===== config.mk =====
export PLATFORM = sky130hd
export DESIGN_NAME = seg7_reader
export DESIGN_NICKNAME = d
export VERILOG_FILES = /design/src/rtl/seg7_pkg.sv /design/src/rtl/seg7_lookup.sv /design/src/rtl/seg7_reader.sv
export SDC_FILE = /design/constraint.sdc
export NUM_CORES = 1
export LEC_CHECK = 0
export CORE_MARGIN = 1.5
export CORE_UTILIZATION = 50
export DETAILED_ROUTE_END_ITERATION = 12
export PLACE_DENSITY = 0.79
export SLEW_MARGIN = 20
export SYNTH_ARGS = -nofsm -noshare
export SYNTH_HDL_FRONTEND = slang
export SYNTH_SLANG_ARGS = --single-unit

===== constraint.sdc =====
create_clock -name CLOCK_50 -period 5.4 [get_ports CLOCK_50]
set_input_delay 1.35 -clock CLOCK_50 [delete_from_list [all_inputs] [get_ports CLOCK_50]]
set_output_delay 1.35 -clock CLOCK_50 [all_outputs]
set_load 0.01 [all_outputs]

===== src/rtl/seg7_pkg.sv =====
// -----------------------------------------------------------------------------
// seg7_pkg
// Shared definitions for the seven-segment reader:
//   - active-low segment patterns for the decimal digits and hex letters
//     (bit 6 = segment a ... bit 0 = segment g, so a literal reads a..g
//     from left to right)
//   - the all-dark blank pattern and the "no digit" code
//   - the output handshake FSM state type
// -----------------------------------------------------------------------------
package seg7_pkg;

    localparam logic [6:0] SEG_BLANK = 7'b1111111;
    localparam logic [3:0] DIGIT_NONE = 4'hF;

    localparam logic [6:0] SEG_0 = 7'b0000001;
    localparam logic [6:0] SEG_1 = 7'b1001111;
    localparam logic [6:0] SEG_2 = 7'b0010010;
    localparam logic [6:0] SEG_3 = 7'b0000110;
    localparam logic [6:0] SEG_4 = 7'b1001100;
    localparam logic [6:0] SEG_5 = 7'b0100100;
    localparam logic [6:0] SEG_6 = 7'b0100000;
    localparam logic [6:0] SEG_7 = 7'b0001111;
    localparam logic [6:0] SEG_8 = 7'b0000000;
    localparam logic [6:0] SEG_9 = 7'b0000100;

    localparam logic [6:0] SEG_A = 7'b0001000;
    localparam logic [6:0] SEG_B = 7'b1100000;
    localparam logic [6:0] SEG_C = 7'b0110001;
    localparam logic [6:0] SEG_D = 7'b1000010;
    localparam logic [6:0] SEG_E = 7'b0110000;
    localparam logic [6:0] SEG_F = 7'b0111000;

    typedef enum logic {
        IDLE = 1'b0,
        PEND = 1'b1
    } state_t;

endpackage


===== src/rtl/seg7_lookup.sv =====
// -----------------------------------------------------------------------------
// seg7_lookup
// Combinational pattern-to-code decoder.
//   pattern_i [6:0] : active-low segments, bit 6 = a ... bit 0 = g
//   code_o    [3:0] : decoded value, 4'hF for blank or illegal patterns
//   blank_o         : pattern is all segments dark
//   illegal_o       : pattern is neither a table entry nor blank
// Build option: define SEG7_READER_HEX_EN to also decode A,b,C,d,E,F to
// 4'hA..4'hF; without it those six patterns are reported illegal.
// -----------------------------------------------------------------------------
module seg7_lookup
    import seg7_pkg::*;
(
    input  logic [6:0] pattern_i,
    output logic [3:0] code_o,
    output logic       blank_o,
    output logic       illegal_o
);

    always_comb begin
        code_o    = DIGIT_NONE;
        blank_o   = 1'b0;
        illegal_o = 1'b0;
        case (pattern_i)
            SEG_0:     code_o = 4'h0;
            SEG_1:     code_o = 4'h1;
            SEG_2:     code_o = 4'h2;
            SEG_3:     code_o = 4'h3;
            SEG_4:     code_o = 4'h4;
            SEG_5:     code_o = 4'h5;
            SEG_6:     code_o = 4'h6;
            SEG_7:     code_o = 4'h7;
            SEG_8:     code_o = 4'h8;
            SEG_9:     code_o = 4'h9;
            SEG_BLANK: blank_o = 1'b1;
`ifdef SEG7_READER_HEX_EN
            SEG_A:     code_o = 4'hA;
            SEG_B:     code_o = 4'hB;
            SEG_C:     code_o = 4'hC;
            SEG_D:     code_o = 4'hD;
            SEG_E:     code_o = 4'hE;
            SEG_F:     code_o = 4'hF;
`endif
            default:   illegal_o = 1'b1;
        endcase
    end

endmodule


===== src/rtl/seg7_reader.sv =====
// -----------------------------------------------------------------------------
// seg7_reader
// Samples an asynchronous active-low seven-segment bus, waits for a pattern
// to be stable for STABLE_CYCLES samples, decodes it and offers it on a
// valid/ready output.
//   CLOCK_50        : only clock, rising edge
//   RESET           : synchronous, active-high
//   SEG_IN    [6:0] : segments, bit 6 = a ... bit 0 = g, 0 = lit
//   OUT_READY       : consumer takes the word
//   OUT_VALID       : DIGIT/BLANK/ILLEGAL hold a new accepted pattern
//   DIGIT     [3:0] : decoded value (4'hF for blank/illegal)
//   BLANK, ILLEGAL  : classification of the accepted pattern
//   OVERRUN         : sticky, an accepted pattern was dropped
//   ERR_CNT   [7:0] : saturating count of delivered illegal patterns
// Build option: SEG7_READER_HEX_EN (applied inside seg7_lookup).
// -----------------------------------------------------------------------------
module seg7_reader
    import seg7_pkg::*;
#(
    parameter int unsigned STABLE_CYCLES = 4
) (
    input  logic       CLOCK_50,
    input  logic       RESET,
    input  logic [6:0] SEG_IN,
    input  logic       OUT_READY,
    output logic       OUT_VALID,
    output logic [3:0] DIGIT,
    output logic       BLANK,
    output logic       ILLEGAL,
    output logic       OVERRUN,
    output logic [7:0] ERR_CNT
);

    localparam logic [7:0] STABLE_MAX = 8'(STABLE_CYCLES);

    logic [6:0] s1_q, s2_q;
    logic [7:0] cnt_q, cnt_d;
    logic [6:0] last_q;
    state_t     state_q;
    logic [3:0] digit_q;
    logic       blank_q, illegal_q, overrun_q;
    logic [7:0] err_q;

    logic [3:0] lk_code;
    logic       lk_blank, lk_illegal;
    logic       accept, load, drop;

    // s1_q is the value s2_q takes next, so comparing the two tells whether
    // s2 is about to change; the counter thereby moves on the same edge as s2.
    always_comb begin
        cnt_d = cnt_q;
        if (s1_q != s2_q) begin
            cnt_d = 8'd0;
        end else if (cnt_q != STABLE_MAX) begin
            cnt_d = cnt_q + 8'd1;
        end
    end

    // Accept fires once, on the edge where the counter reaches its limit.
    assign accept = (s1_q == s2_q) && (cnt_q == STABLE_MAX - 8'd1) && (s2_q != last_q);
    assign load   = accept && ((state_q == IDLE) || OUT_READY);
    assign drop   = accept && (state_q == PEND) && !OUT_READY;

    seg7_lookup u_lookup (
        .pattern_i (s2_q),
        .code_o    (lk_code),
        .blank_o   (lk_blank),
        .illegal_o (lk_illegal)
    );

    always_ff @(posedge CLOCK_50) begin
        if (RESET) begin
            s1_q      <= SEG_BLANK;
            s2_q      <= SEG_BLANK;
            cnt_q     <= 8'd0;
            last_q    <= SEG_BLANK;
            state_q   <= IDLE;
            digit_q   <= DIGIT_NONE;
            blank_q   <= 1'b1;
            illegal_q <= 1'b0;
            overrun_q <= 1'b0;
            err_q     <= 8'd0;
        end else begin
            s1_q  <= SEG_IN;
            s2_q  <= s1_q;
            cnt_q <= cnt_d;

            if (load) begin
                // Covers both a fresh word from IDLE and a back-to-back
                // replacement in the same cycle the previous word is taken.
                digit_q   <= lk_code;
                blank_q   <= lk_blank;
                illegal_q <= lk_illegal;
                last_q    <= s2_q;
                state_q   <= PEND;
                if (lk_illegal && (err_q != 8'hFF)) begin
                    err_q <= err_q + 8'd1;
                end
            end else if ((state_q == PEND) && OUT_READY) begin
                state_q <= IDLE;
            end

            if (drop) begin
                overrun_q <= 1'b1;
            end
        end
    end

    assign OUT_VALID = (state_q == PEND);
    assign DIGIT     = digit_q;
    assign BLANK     = blank_q;
    assign ILLEGAL   = illegal_q;
    assign OVERRUN   = overrun_q;
    assign ERR_CNT   = err_q;

endmodule

==> impl_metrics.toml <==
[status]
outcome = "complete, no violations"

[floorplanning]
num_rows = 23
dieArea_mm2 = 0.00482
num_io_pins = 26
die_x_um = 69.4
fp.dieH_um = 69.4
core_area_mm2 = 0.00412
initial_core_util_pct = 53.6

[logic_synthesis]
synth_nets = 268
async_flop_share_pct = 0
synth-edff-count = 0
yosysUniqueCellTypes = 42
seq_area_frac_synth_pct = 40.8
synth_ff_type = "dfxtp_1"
ys_warn_count = 0
ys_seq_elements = 45
yosysTopAreaCell = "dfxtp_1"
synth.top_cells.by_area = "dfxtp_1 41%, nor2_1 5.6%, or2_2 5.4%"
netlist_instances = 255
netlist.area_leader.share_pct = 40.8
synth.avg_cell_area_um2 = 8.66
netlist_area_mm2 = 0.00221

[global_routing]
track_usage_pct = 18.2
grt_pass1_vias = 1603
grt_max_degree = 31
grt_pass1_wl_um = 7150
antenna_found_initial = 0
grt_overflow = 0

[sta]
setup_viol = 0
hold_viol = 0
finalCritPeriodShare_pct = 56.5
fin_setup_tns_ps = 0
timing.hold.ws_ps = 459
min_period_ps = 3050
skew_ps = 7.57
rsz0062_at_grt = "false"
fmax_mhz = 327
tightest_slew_ps = 829
drv_slew = 0
maxSlewHeadroom_pct = 44.2

[power_and_ir_drop]
p_sw_mw = 0.137
vdd_drop_max_uv = 198
p_leak_nw = 0.863
clkPwrFrac_pct = 35.0
p_per_area_mw_per_mm2 = 235
internal_power_mw = 0.459
p_comb_share_pct = 6.9
power_switching_share_pct = 23.0
p_seq_share_pct = 58.0

[critical_path]
crit_arrival_ps = 3290
start_kind = "input pin"
cp.required_ps = 5630
crit_type = "input pin to register"
end_kind = "register"
worstPathMaxFanout = 11
r2r_setup_slack_ps = 2690

[routing]
wl_um = 4350
drt_pass1_iterations = 4
vias = 1835
drc_errors = 0
drtAntennaViolNets = 0
routed_via_density = 5.70
wl_per_cell_um = 13.5
drt_iter0_drc = 178

[placement]
dp_cells = 315
port_buffers = 25
placed_area_mm2 = 0.00245
finalWeightedCongestion = 0.791
hpwlAfterDp_um = 2960

[final_layout]
layout_common_cells = "45 x dfxtp_1, 33 x nor2_1, 25 x clkdlybuf4s50_1, 19 x or2_2, 14 x a21oi_1"
area_growth_pct = 14.9
multiInputGateArea_mm2 = 0.00121
final_area_mm2 = 0.00254
fill_cells = 366
regArea_um2 = 901
final_nets = 285
diodes = 0
post-route-util_pct = 61.6
drive_above_1_share_pct = 12.1
stdcell_count = 322
final_common_cell = "dfxtp_1"

[cts]
postCtsHoldBufs = 0
cts_root_buffer = "clkbuf_8"
cts_setup_buffers = 0
cts_sinks = 45
h-tree-depth = 2
clock_path_buffers = 2
cts_made_buffers = 5
clk_pin_slew_worst_paths_ps = 80
cts_tree = "yes"
clock_latency_ps = 300
cts-resized-gates = 0

[run]
cap_violations = 0

[min_path]
hold_path.class = "register to register"
[flip-flops by register name (all words and copies together), names as in the netlist]
| register | cells |
|---|---|
| OUT_VALID | 1 |
| s2_q | 7 |
| cnt_q | 8 |
| s1_q | 7 |
| OVERRUN | 1 |
| ILLEGAL | 1 |
| last_q | 7 |
| ERR_CNT | 8 |
| DIGIT | 4 |
| BLANK | 1 |
[routing by layer]
layer	up-vias	GRT usage, %	wire [µm]
met5	-	0	0
met4	0	6.32	80
met3	8	5.09	238
met2	71	29.6	2050
met1	834	23.0	1980
li1	922	-	-
[cell families after synthesis]
kind of cell	Yosys count	share of synthesized area, %
DFF	45	40.8
buffers and inverters	22	4.53
adders and majority gates	3	1.70
and+or+nand+nor	120	30.0
muxes	10	4.59
AOI/OAI and AO/OA	34	10.0
xor gates and xnor gates	21	8.33
[stage by stage]
| stage | power [mW] | worst slack (ps) |
|---|---|---|
| after floorplan | 0.382 | 2680 |
| after global placement | 0.393 | 2080 |
| after detailed placement | 0.394 | 2050 |
| after CTS | 0.599 | 2370 |
| after global routing | 0.616 | 2230 |
| final | 0.597 | 2350 |
[synthesized netlist by cell type (2+ instances only)]
master    count
ha_1          3
nand3b_1      2
o31ai_1       2
inv_1         6
nand4_1       5
or4_1         8
xnor2_1       8
a31o_2        2
dfxtp_1      45
a31oi_1       3
nand3_1      11
nor3_1        7
and3_1        5
nand2_1       6
o21ai_0       4
clkbuf_1      9
a211o_1       2
buf_2         5
or3_1         2
nor4_1        6
nand2b_1      6
or2_2        19
nor2_1       33
nor2b_1       5
mux2i_1       9
xor2_1       13
a21oi_1      14
[layout make-up]
type,count,area share [%]
clock buffers,7,3.40
inverters,6,0.888
multi-input cells,188,47.6
flip-flops and latches,45,35.5
well taps,50,2.47
repair buffers,26,10.2
[power by group through the flow]
stage	clock network [mW]	registers, mW	logic (mW)
final	0.209	0.346	0.0414
after global routing	0.223	0.347	0.0459
after CTS	0.212	0.346	0.0412
after detailed placement	0	0.354	0.0405
after global placement	0	0.354	0.0396
after floorplan	0	0.347	0.0355
[worst max-delay path, cell delays in order]
cell             delay, ps
clkdlybuf4s50_1        470
nor2b_1                100
or4_1                  700
or4_1                  520
a21oi_1                140
[path summary, 6_finish.rpt]
path | endpoint | startpoint | cells past startpoint
hold reg to reg | s2_q[4] | s1_q[4] | 1
setup / recovery | ERR_CNT[2] | OUT_READY | 5
hold / removal | s2_q[4] | s1_q[4] | 1
setup reg to reg | ERR_CNT[7] | s2_q[4] | 6
Power figures use the tool's default switching activity.
